File: src/rtl/max_reduce_seq_if.sv
// Operand interface between the running-maximum reducer and its producer/consumer.
// The slave modport is the reducer side; the master modport drives beats and observes the result.
interface max_reduce_seq_if #(
  parameter int DATAWIDTH = 16,
  parameter int CNTW      = 8
);
  logic                 start;
  logic [CNTW-1:0]      num_beats;
  logic                 in_valid;
  logic                 in_ready;
  logic [DATAWIDTH-1:0] a_inp0;
  logic [DATAWIDTH-1:0] a_inp1;
  logic [DATAWIDTH-1:0] a_inp2;
  logic [DATAWIDTH-1:0] a_inp3;
  logic [DATAWIDTH-1:0] max_out;
  logic                 max_valid;
  logic                 busy;

  modport master (
    output start, num_beats, in_valid, a_inp0, a_inp1, a_inp2, a_inp3,
    input  in_ready, max_out, max_valid, busy
  );

  modport slave (
    input  start, num_beats, in_valid, a_inp0, a_inp1, a_inp2, a_inp3,
    output in_ready, max_out, max_valid, busy
  );
endinterface

File: src/rtl/max_reduce_seq.sv
// Sequential FP16 running-maximum reducer: four lanes per beat, a registered lane-max
// stage feeding a running-max register that drives the softmax x-minus-max operand.
module max_reduce_seq #(
  parameter int DATAWIDTH = 16,
  parameter int CNTW      = 8
) (
  input logic              clk,
  input logic              resetn,
  max_reduce_seq_if.slave  bus
);

  typedef enum logic [1:0] {
    S_IDLE  = 2'd0,
    S_ACCUM = 2'd1,
    S_DRAIN = 2'd2,
    S_DONE  = 2'd3
  } state_t;

  // Sign-magnitude mapped to an unsigned key so one integer compare gives the total order;
  // both zeros share one key so they compare equal.
  function automatic logic [DATAWIDTH-1:0] orderKey(input logic [DATAWIDTH-1:0] v);
    logic [DATAWIDTH-2:0] mag;
    mag = v[DATAWIDTH-2:0];
    if (mag == '0) begin
      orderKey = {1'b1, {(DATAWIDTH-1){1'b0}}};
    end else if (v[DATAWIDTH-1]) begin
      orderKey = {1'b0, ~mag};
    end else begin
      orderKey = {1'b1, mag};
    end
  endfunction

  function automatic logic isGreater(input logic [DATAWIDTH-1:0] a,
                                     input logic [DATAWIDTH-1:0] b);
    isGreater = orderKey(a) > orderKey(b);
  endfunction

  state_t               r_state;
  logic [CNTW-1:0]      r_count;
  logic                 r_inReady;
  logic                 r_busy;
  logic                 r_maxValid;
  logic                 r_s1Valid;
  logic                 r_first;
  logic [DATAWIDTH-1:0] r_laneMax;
  logic [DATAWIDTH-1:0] r_running;

  logic                 w_accept;
  logic                 w_startAccept;
  logic [DATAWIDTH-1:0] w_max01;
  logic [DATAWIDTH-1:0] w_max23;
  logic [DATAWIDTH-1:0] w_laneMax;

  assign w_accept      = r_inReady & bus.in_valid;
  assign w_startAccept = (r_state == S_IDLE) && bus.start && (bus.num_beats != '0);

  // Lower lane index is kept on ties at every level of the tree.
  assign w_max01   = isGreater(bus.a_inp1, bus.a_inp0) ? bus.a_inp1 : bus.a_inp0;
  assign w_max23   = isGreater(bus.a_inp3, bus.a_inp2) ? bus.a_inp3 : bus.a_inp2;
  assign w_laneMax = isGreater(w_max23, w_max01) ? w_max23 : w_max01;

  always_ff @(posedge clk or negedge resetn) begin
    if (!resetn) begin
      r_state    <= S_IDLE;
      r_count    <= '0;
      r_inReady  <= 1'b0;
      r_busy     <= 1'b0;
      r_maxValid <= 1'b0;
    end else begin
      r_maxValid <= 1'b0;
      case (r_state)
        S_IDLE: begin
          if (w_startAccept) begin
            r_state   <= S_ACCUM;
            r_count   <= bus.num_beats;
            r_busy    <= 1'b1;
            r_inReady <= 1'b1;
          end
        end
        S_ACCUM: begin
          if (w_accept) begin
            r_count <= r_count - 1'b1;
            if (r_count == CNTW'(1)) begin
              r_state   <= S_DRAIN;
              r_inReady <= 1'b0;
            end
          end
        end
        S_DRAIN: begin
          r_state <= S_DONE;
        end
        S_DONE: begin
          r_state    <= S_IDLE;
          r_maxValid <= 1'b1;
          r_busy     <= 1'b0;
        end
        default: begin
          r_state <= S_IDLE;
        end
      endcase
    end
  end

  // The first beat after a start overwrites the running max, so nothing survives from an older vector.
  always_ff @(posedge clk or negedge resetn) begin
    if (!resetn) begin
      r_s1Valid <= 1'b0;
      r_first   <= 1'b0;
      r_laneMax <= '0;
      r_running <= '0;
    end else begin
      r_s1Valid <= w_accept;
      if (w_accept) begin
        r_laneMax <= w_laneMax;
      end
      if (w_startAccept) begin
        r_first <= 1'b1;
      end
      if (r_s1Valid) begin
        if (r_first || isGreater(r_laneMax, r_running)) begin
          r_running <= r_laneMax;
        end
        r_first <= 1'b0;
      end
    end
  end

  assign bus.in_ready  = r_inReady;
  assign bus.busy      = r_busy;
  assign bus.max_valid = r_maxValid;
  assign bus.max_out   = r_running;

endmodule

File: src/flat_wrapper.sv
// flat-port wrapper written by rule: the top's interface ports become plain ports
module max_reduce_seq_flat 
#(
  parameter int DATAWIDTH = 16,
  parameter int CNTW      = 8
)
  (clk, resetn, bus_start, bus_num_beats, bus_in_valid, bus_a_inp0, bus_a_inp1, bus_a_inp2, bus_a_inp3, bus_in_ready, bus_max_out, bus_max_valid, bus_busy);
  max_reduce_seq_if #(.DATAWIDTH(DATAWIDTH), .CNTW(CNTW)) bus_i ();
  input logic clk;
  input logic resetn;
  input wire logic [$bits(bus_i.start)-1:0] bus_start;
  input wire logic [$bits(bus_i.num_beats)-1:0] bus_num_beats;
  input wire logic [$bits(bus_i.in_valid)-1:0] bus_in_valid;
  input wire logic [$bits(bus_i.a_inp0)-1:0] bus_a_inp0;
  input wire logic [$bits(bus_i.a_inp1)-1:0] bus_a_inp1;
  input wire logic [$bits(bus_i.a_inp2)-1:0] bus_a_inp2;
  input wire logic [$bits(bus_i.a_inp3)-1:0] bus_a_inp3;
  output wire logic [$bits(bus_i.in_ready)-1:0] bus_in_ready;
  output wire logic [$bits(bus_i.max_out)-1:0] bus_max_out;
  output wire logic [$bits(bus_i.max_valid)-1:0] bus_max_valid;
  output wire logic [$bits(bus_i.busy)-1:0] bus_busy;
  assign bus_i.start = bus_start;
  assign bus_i.num_beats = bus_num_beats;
  assign bus_i.in_valid = bus_in_valid;
  assign bus_i.a_inp0 = bus_a_inp0;
  assign bus_i.a_inp1 = bus_a_inp1;
  assign bus_i.a_inp2 = bus_a_inp2;
  assign bus_i.a_inp3 = bus_a_inp3;
  assign bus_in_ready = bus_i.in_ready;
  assign bus_max_out = bus_i.max_out;
  assign bus_max_valid = bus_i.max_valid;
  assign bus_busy = bus_i.busy;
  max_reduce_seq #(.DATAWIDTH(DATAWIDTH), .CNTW(CNTW)) u_core (.clk(clk), .resetn(resetn), .bus(bus_i));
endmodule
File: config.mk
export PLATFORM = sky130hd
export DESIGN_NAME = max_reduce_seq_flat
export DESIGN_NICKNAME = d
export VERILOG_FILES = /design/src/rtl/max_reduce_seq_if.sv /design/src/rtl/max_reduce_seq.sv /design/src/flat_wrapper.sv
export SDC_FILE = /design/constraint.sdc
export NUM_CORES = 1
export LEC_CHECK = 0
export ABC_AREA = 1
export CAP_MARGIN = 20
export CORE_MARGIN = 4
export CORE_UTILIZATION = 30
export CTS_BUF_LIST = sky130_fd_sc_hd__clkbuf_16
export DETAILED_ROUTE_END_ITERATION = 10
export PLACE_DENSITY = 0.57
export SETUP_SLACK_MARGIN = 0.3
export SLEW_MARGIN = 25
export SYNTH_ARGS = -nofsm -noshare
export SYNTH_HDL_FRONTEND = slang
export SYNTH_SLANG_ARGS = --single-unit
File: constraint.sdc
create_clock -name clk -period 2.85 [get_ports clk]
set_input_delay 0.57 -clock clk [delete_from_list [all_inputs] [get_ports clk]]
set_output_delay 0.57 -clock clk [all_outputs]
set_load 0.01 [all_outputs]
==> metrics.log <==
[metrics] status: finished with violations
[metrics] violated checks: negative setup slack
[metrics] top fanout value on the critical path: 7
[metrics] startpoint of the worst-slack reg-to-reg timing path: u_core.bus.max_out[10]
[metrics] die area: around 24000 um^2
[metrics] Floorplan Core Area: 21100 um^2
[metrics] via count of the first global-routing pass: 8437
[metrics] cell area after synthesis: 6460 um^2
[metrics] path type of the worst setup path: in2reg
[metrics] warning count from the yosys run: 0
[metrics] height of the die: 155 um
[metrics] worst skew pair latency: 290 ps
[metrics] number of DRC violations after detailed-routing iteration 0: 520
[metrics] maximum number of pins on one net before global-route repair: 45
[metrics] sinks on the clock net: 47
[metrics] CP most frequent cell: sky130_fd_sc_hd__nand2_2
[metrics] post-route standard cell area excluding fillers: 11900 um^2
[metrics] category of the worst setup path capture point: register
[metrics] most frequent cells in the layout: sky130_fd_sc_hd__buf_4, sky130_fd_sc_hd__nand2_1, sky130_fd_sc_hd__nor2_1
[metrics] aggregate global-route resource usage: 19.9%
[metrics] Worst Max-Slew Pin Slew: 565 ps
[metrics] Setup Skew: 4.09 ps
[metrics] Yosys cell types: 42
[metrics] # Max-Cap Violations: 0
[metrics] post-placement cell area: 9300 um^2
[metrics] Clock Tree Root: sky130_fd_sc_hd__clkbuf_16
[metrics] cell type of the slowest stage on the worst timing path: sky130_fd_sc_hd__nor4_2
[metrics] Max stage delay on crit path: 310 ps
[metrics] remaining antenna violation count: 0
[metrics] leading cell type in the layout, fill and taps excluded: sky130_fd_sc_hd__buf_4
[metrics] Critical Path Start Type: input pin
[metrics] reg2reg setup slack: -20 ps
[metrics] final-report max-slew violation count: 0
[metrics] total overflow reported by the global router: 0
[metrics] number of hold violations in the final report: 0
[metrics] Reg clk slew, reported paths: about 60 ps
[metrics] final instance count without filler cells: roughly 1700
[metrics] least setup slack across all paths after layout: -2060 ps
[metrics] Setup-failing EPs final: 29
[metrics] per-instance average area after synthesis: 6.09 um^2
[metrics] critical path arrival: ~5100 ps
[metrics] worst hold slack across all endpoints: 76.7 ps
[metrics] critical path required time: 3010 ps
[metrics] DRC violation count after routing: 0
[metrics] width of the chip: roughly 150 um
[metrics] H-tree depth reported by CTS: 2
[metrics] maximum clock rate: roughly 200 MHz
[metrics] CTS tree: yes
[metrics] Inserted Clock Buffers: 5
[metrics] Hold Buf Count CTS: 0
[metrics] Power Total: 8100 uW
[metrics] buffer levels on the longest clock path: 2
[metrics] reported leakage power: 0.00602 uW
[metrics] overall routed net length: 26400 um
[metrics] setup repair after global routing missed its margin: true
[metrics] average routed wire per standard cell: 15.1 um
[metrics] initial antenna violation count: 0
[metrics] cell depth of the worst flop-to-flop path: 15
[metrics] capturing point of the worst reg2reg path: u_core.bus.max_out[4]
[metrics] period utilization: 172%
[metrics] PortBufs: 94
[metrics] Pwr per Cell Area: between 600 and 700 nW/um^2
[metrics] Initial DRT Pass Iterations: 5
[metrics] fraction of final layout cells sized beyond drive strength 1: a little over two fifths
[metrics] # nets final: 1612
[metrics] number of rows in the core area: 53
[metrics] Max VDD drop: 0.408 mV
[metrics] worst min-delay path category: in2async
[metrics] Starting Density: 30.6%
[metrics] headroom to the max-slew limit: 62.3%
[metrics] final sum of negative setup slack: -32600 ps
[metrics] flip-flop and latch count after synthesis: 47
[metrics] Area Overhead vs Synth: 84.1%
[metrics] Mapped Nets: 1206
[metrics] placed instance count: 1594
[metrics] sequential cell area fraction in the yosys report: between 15 and 20%
[metrics] detailed placer's ending HPWL: between 15000 and 20000 um
[metrics] number of vias per cell: 4.93
[metrics] total I/O pin count: 95
[metrics] first-pass GRT wire length: ~40000 um
[metrics] via count: around 8600
[metrics] min cycle time layout: 4910 ps
[metrics] Gate Count Post-Synth: 1060
[metrics] global placer's final weighted congestion: 0.874
[metrics] final antenna diode count: 0
## cell families (layout without fill, tap and decap cells)
family,Yosys count,after routing,share of synthesized area (%)
XOR/XNOR,48,48,6.51
flip-flops,47,47,18.2
AO/OA/AOI/OAI,202,202,16.8
buffers and inverters,163,567,10.6
AND/OR/NAND/NOR,530,533,34.3
adder cells (fa/ha/maj),70,70,13.6
## cells in the mapped netlist
cell                       number  area (um^2)
sky130_fd_sc_hd__dfrtp_1       47         1180
sky130_fd_sc_hd__inv_1        114          428
sky130_fd_sc_hd__nand2_4        2         22.5
sky130_fd_sc_hd__nand4_1       18          113
sky130_fd_sc_hd__or4_1          1         7.51
sky130_fd_sc_hd__nand3b_1       1         7.51
sky130_fd_sc_hd__clkinv_1       2         7.51
sky130_fd_sc_hd__o31ai_1        1         7.51
sky130_fd_sc_hd__nor4_1        10         62.6
sky130_fd_sc_hd__nor2_4         2         22.5
sky130_fd_sc_hd__ha_1          70          876
sky130_fd_sc_hd__nor3_1         7         35.0
sky130_fd_sc_hd__a31oi_1        4         25.0
sky130_fd_sc_hd__nor3b_1        1         7.51
sky130_fd_sc_hd__a21o_1         2         15.0
sky130_fd_sc_hd__o22ai_1       15         93.8
sky130_fd_sc_hd__nand2_1      311         1170
sky130_fd_sc_hd__o21ai_0       84          420
sky130_fd_sc_hd__o211ai_1       3         22.5
sky130_fd_sc_hd__nor2_2         1         6.26
sky130_fd_sc_hd__buf_2          6         30.0
sky130_fd_sc_hd__and2_0         1         6.26
sky130_fd_sc_hd__buf_6          2         22.5
sky130_fd_sc_hd__o211a_1        1         10.0
sky130_fd_sc_hd__a21boi_0       1         7.51
sky130_fd_sc_hd__buf_12         1         20.0
sky130_fd_sc_hd__buf_1          4         15.0
sky130_fd_sc_hd__nor3_4         1         16.3
sky130_fd_sc_hd__clkbuf_8       2         27.5
sky130_fd_sc_hd__a21oi_1       87          435
sky130_fd_sc_hd__nand3_4        1         17.5
sky130_fd_sc_hd__o21ai_4        2         32.5
sky130_fd_sc_hd__a22oi_1        1         7.51
sky130_fd_sc_hd__xnor2_1       14          123
sky130_fd_sc_hd__nor2_1       123          462
sky130_fd_sc_hd__buf_4          4         30.0
sky130_fd_sc_hd__nand3_1       42          210
sky130_fd_sc_hd__clkbuf_1      28          105
sky130_fd_sc_hd__nand2_2        7         43.8
sky130_fd_sc_hd__o21bai_1       1         7.51
sky130_fd_sc_hd__nor3_2         1         10.0
sky130_fd_sc_hd__xor2_1        34          298
## registers in the layout (all words and copies together) (netlist names)
signal / flops
u_core.bus.max_out: 16
u_core.r_laneMax: 16
u_core.r_count: 8
u_core.r_state: 2
u_core.bus.busy: 1
u_core.bus.in_ready: 1
u_core.bus.max_valid: 1
u_core.r_first: 1
u_core.r_s1Valid: 1
## where the power goes
| group | internal (uW) | leakage (uW) | switching [uW] |
|---|---|---|---|
| Clock | 500 | 0.0000952 | 250 |
| Combinational | 2900 | 0.00535 | 3210 |
| Sequential | 996 | 0.000577 | 242 |
| Total | 4390 | 0.00602 | 3700 |
## layer usage
layer  track usage, %  share of wire, %  vias up
met5                0                 0        -
met4             6.69               4.1        0
met3             1.90               4.4       92
met2             35.9                49      277
met1             24.7                42     3944
li1                 -                 -     4278
## metrics by stage
step                      setup WS [ps]  util (%)
after floorplan                   -1560         -
after global placement            -2480      44.1
after detailed placement          -2570      44.1
after CTS                         -1610      53.6
after global routing              -2260      56.4
final                             -2060      56.4
## critical path, delay by kind of cell
family,cells,cell delay [ps]
adders and majority gates,2,570
and+or+nand+nor,17,2300
buffers and inverters,8,1050
AOI/OAI and AO/OA,5,560
## cell type report
type | count | area [um^2]
Timing Repair inverter | 5 | 27.5
Sequential cell | 47 | 1180
Inverter | 116 | 480
Tap cell | 275 | 344
Clock inverter | 3 | 63.8
Timing Repair Buffer | 438 | 3880
Fill cell | 1845 | 9200
Clock buffer | 5 | 125
Multi-Input combinational cell | 853 | 5790
## timing repair
action | CTS | global route
pin swaps | 89 | 79
gates resized for setup | 385 | 108
gates cloned | 17 | 0
setup endpoints to repair | 32 | 34
endpoints found under the hold margin | 0 | 0
setup buffers | 109 | 14
## how the worst max path moves through the flow
stage / start / endpoint / slack (ps) / cells past startpoint
2_1_floorplan: bus_a_inp3[10] / u_core.r_laneMax[1] / -1560 / 33
3_3_place_gp: bus_a_inp0[8] / u_core.r_laneMax[5] / -2480 / 34
3_5_place_dp: bus_a_inp0[8] / u_core.r_laneMax[12] / -2570 / 33
4_1_cts: bus_a_inp3[11] / u_core.r_laneMax[15] / -1610 / 32
5_1_grt: bus_a_inp3[10] / u_core.r_laneMax[9] / -2260 / 32
6_report: bus_a_inp3[10] / u_core.r_laneMax[15] / -2060 / 32
No activity file was read; power rests on OpenSTA's default activity.
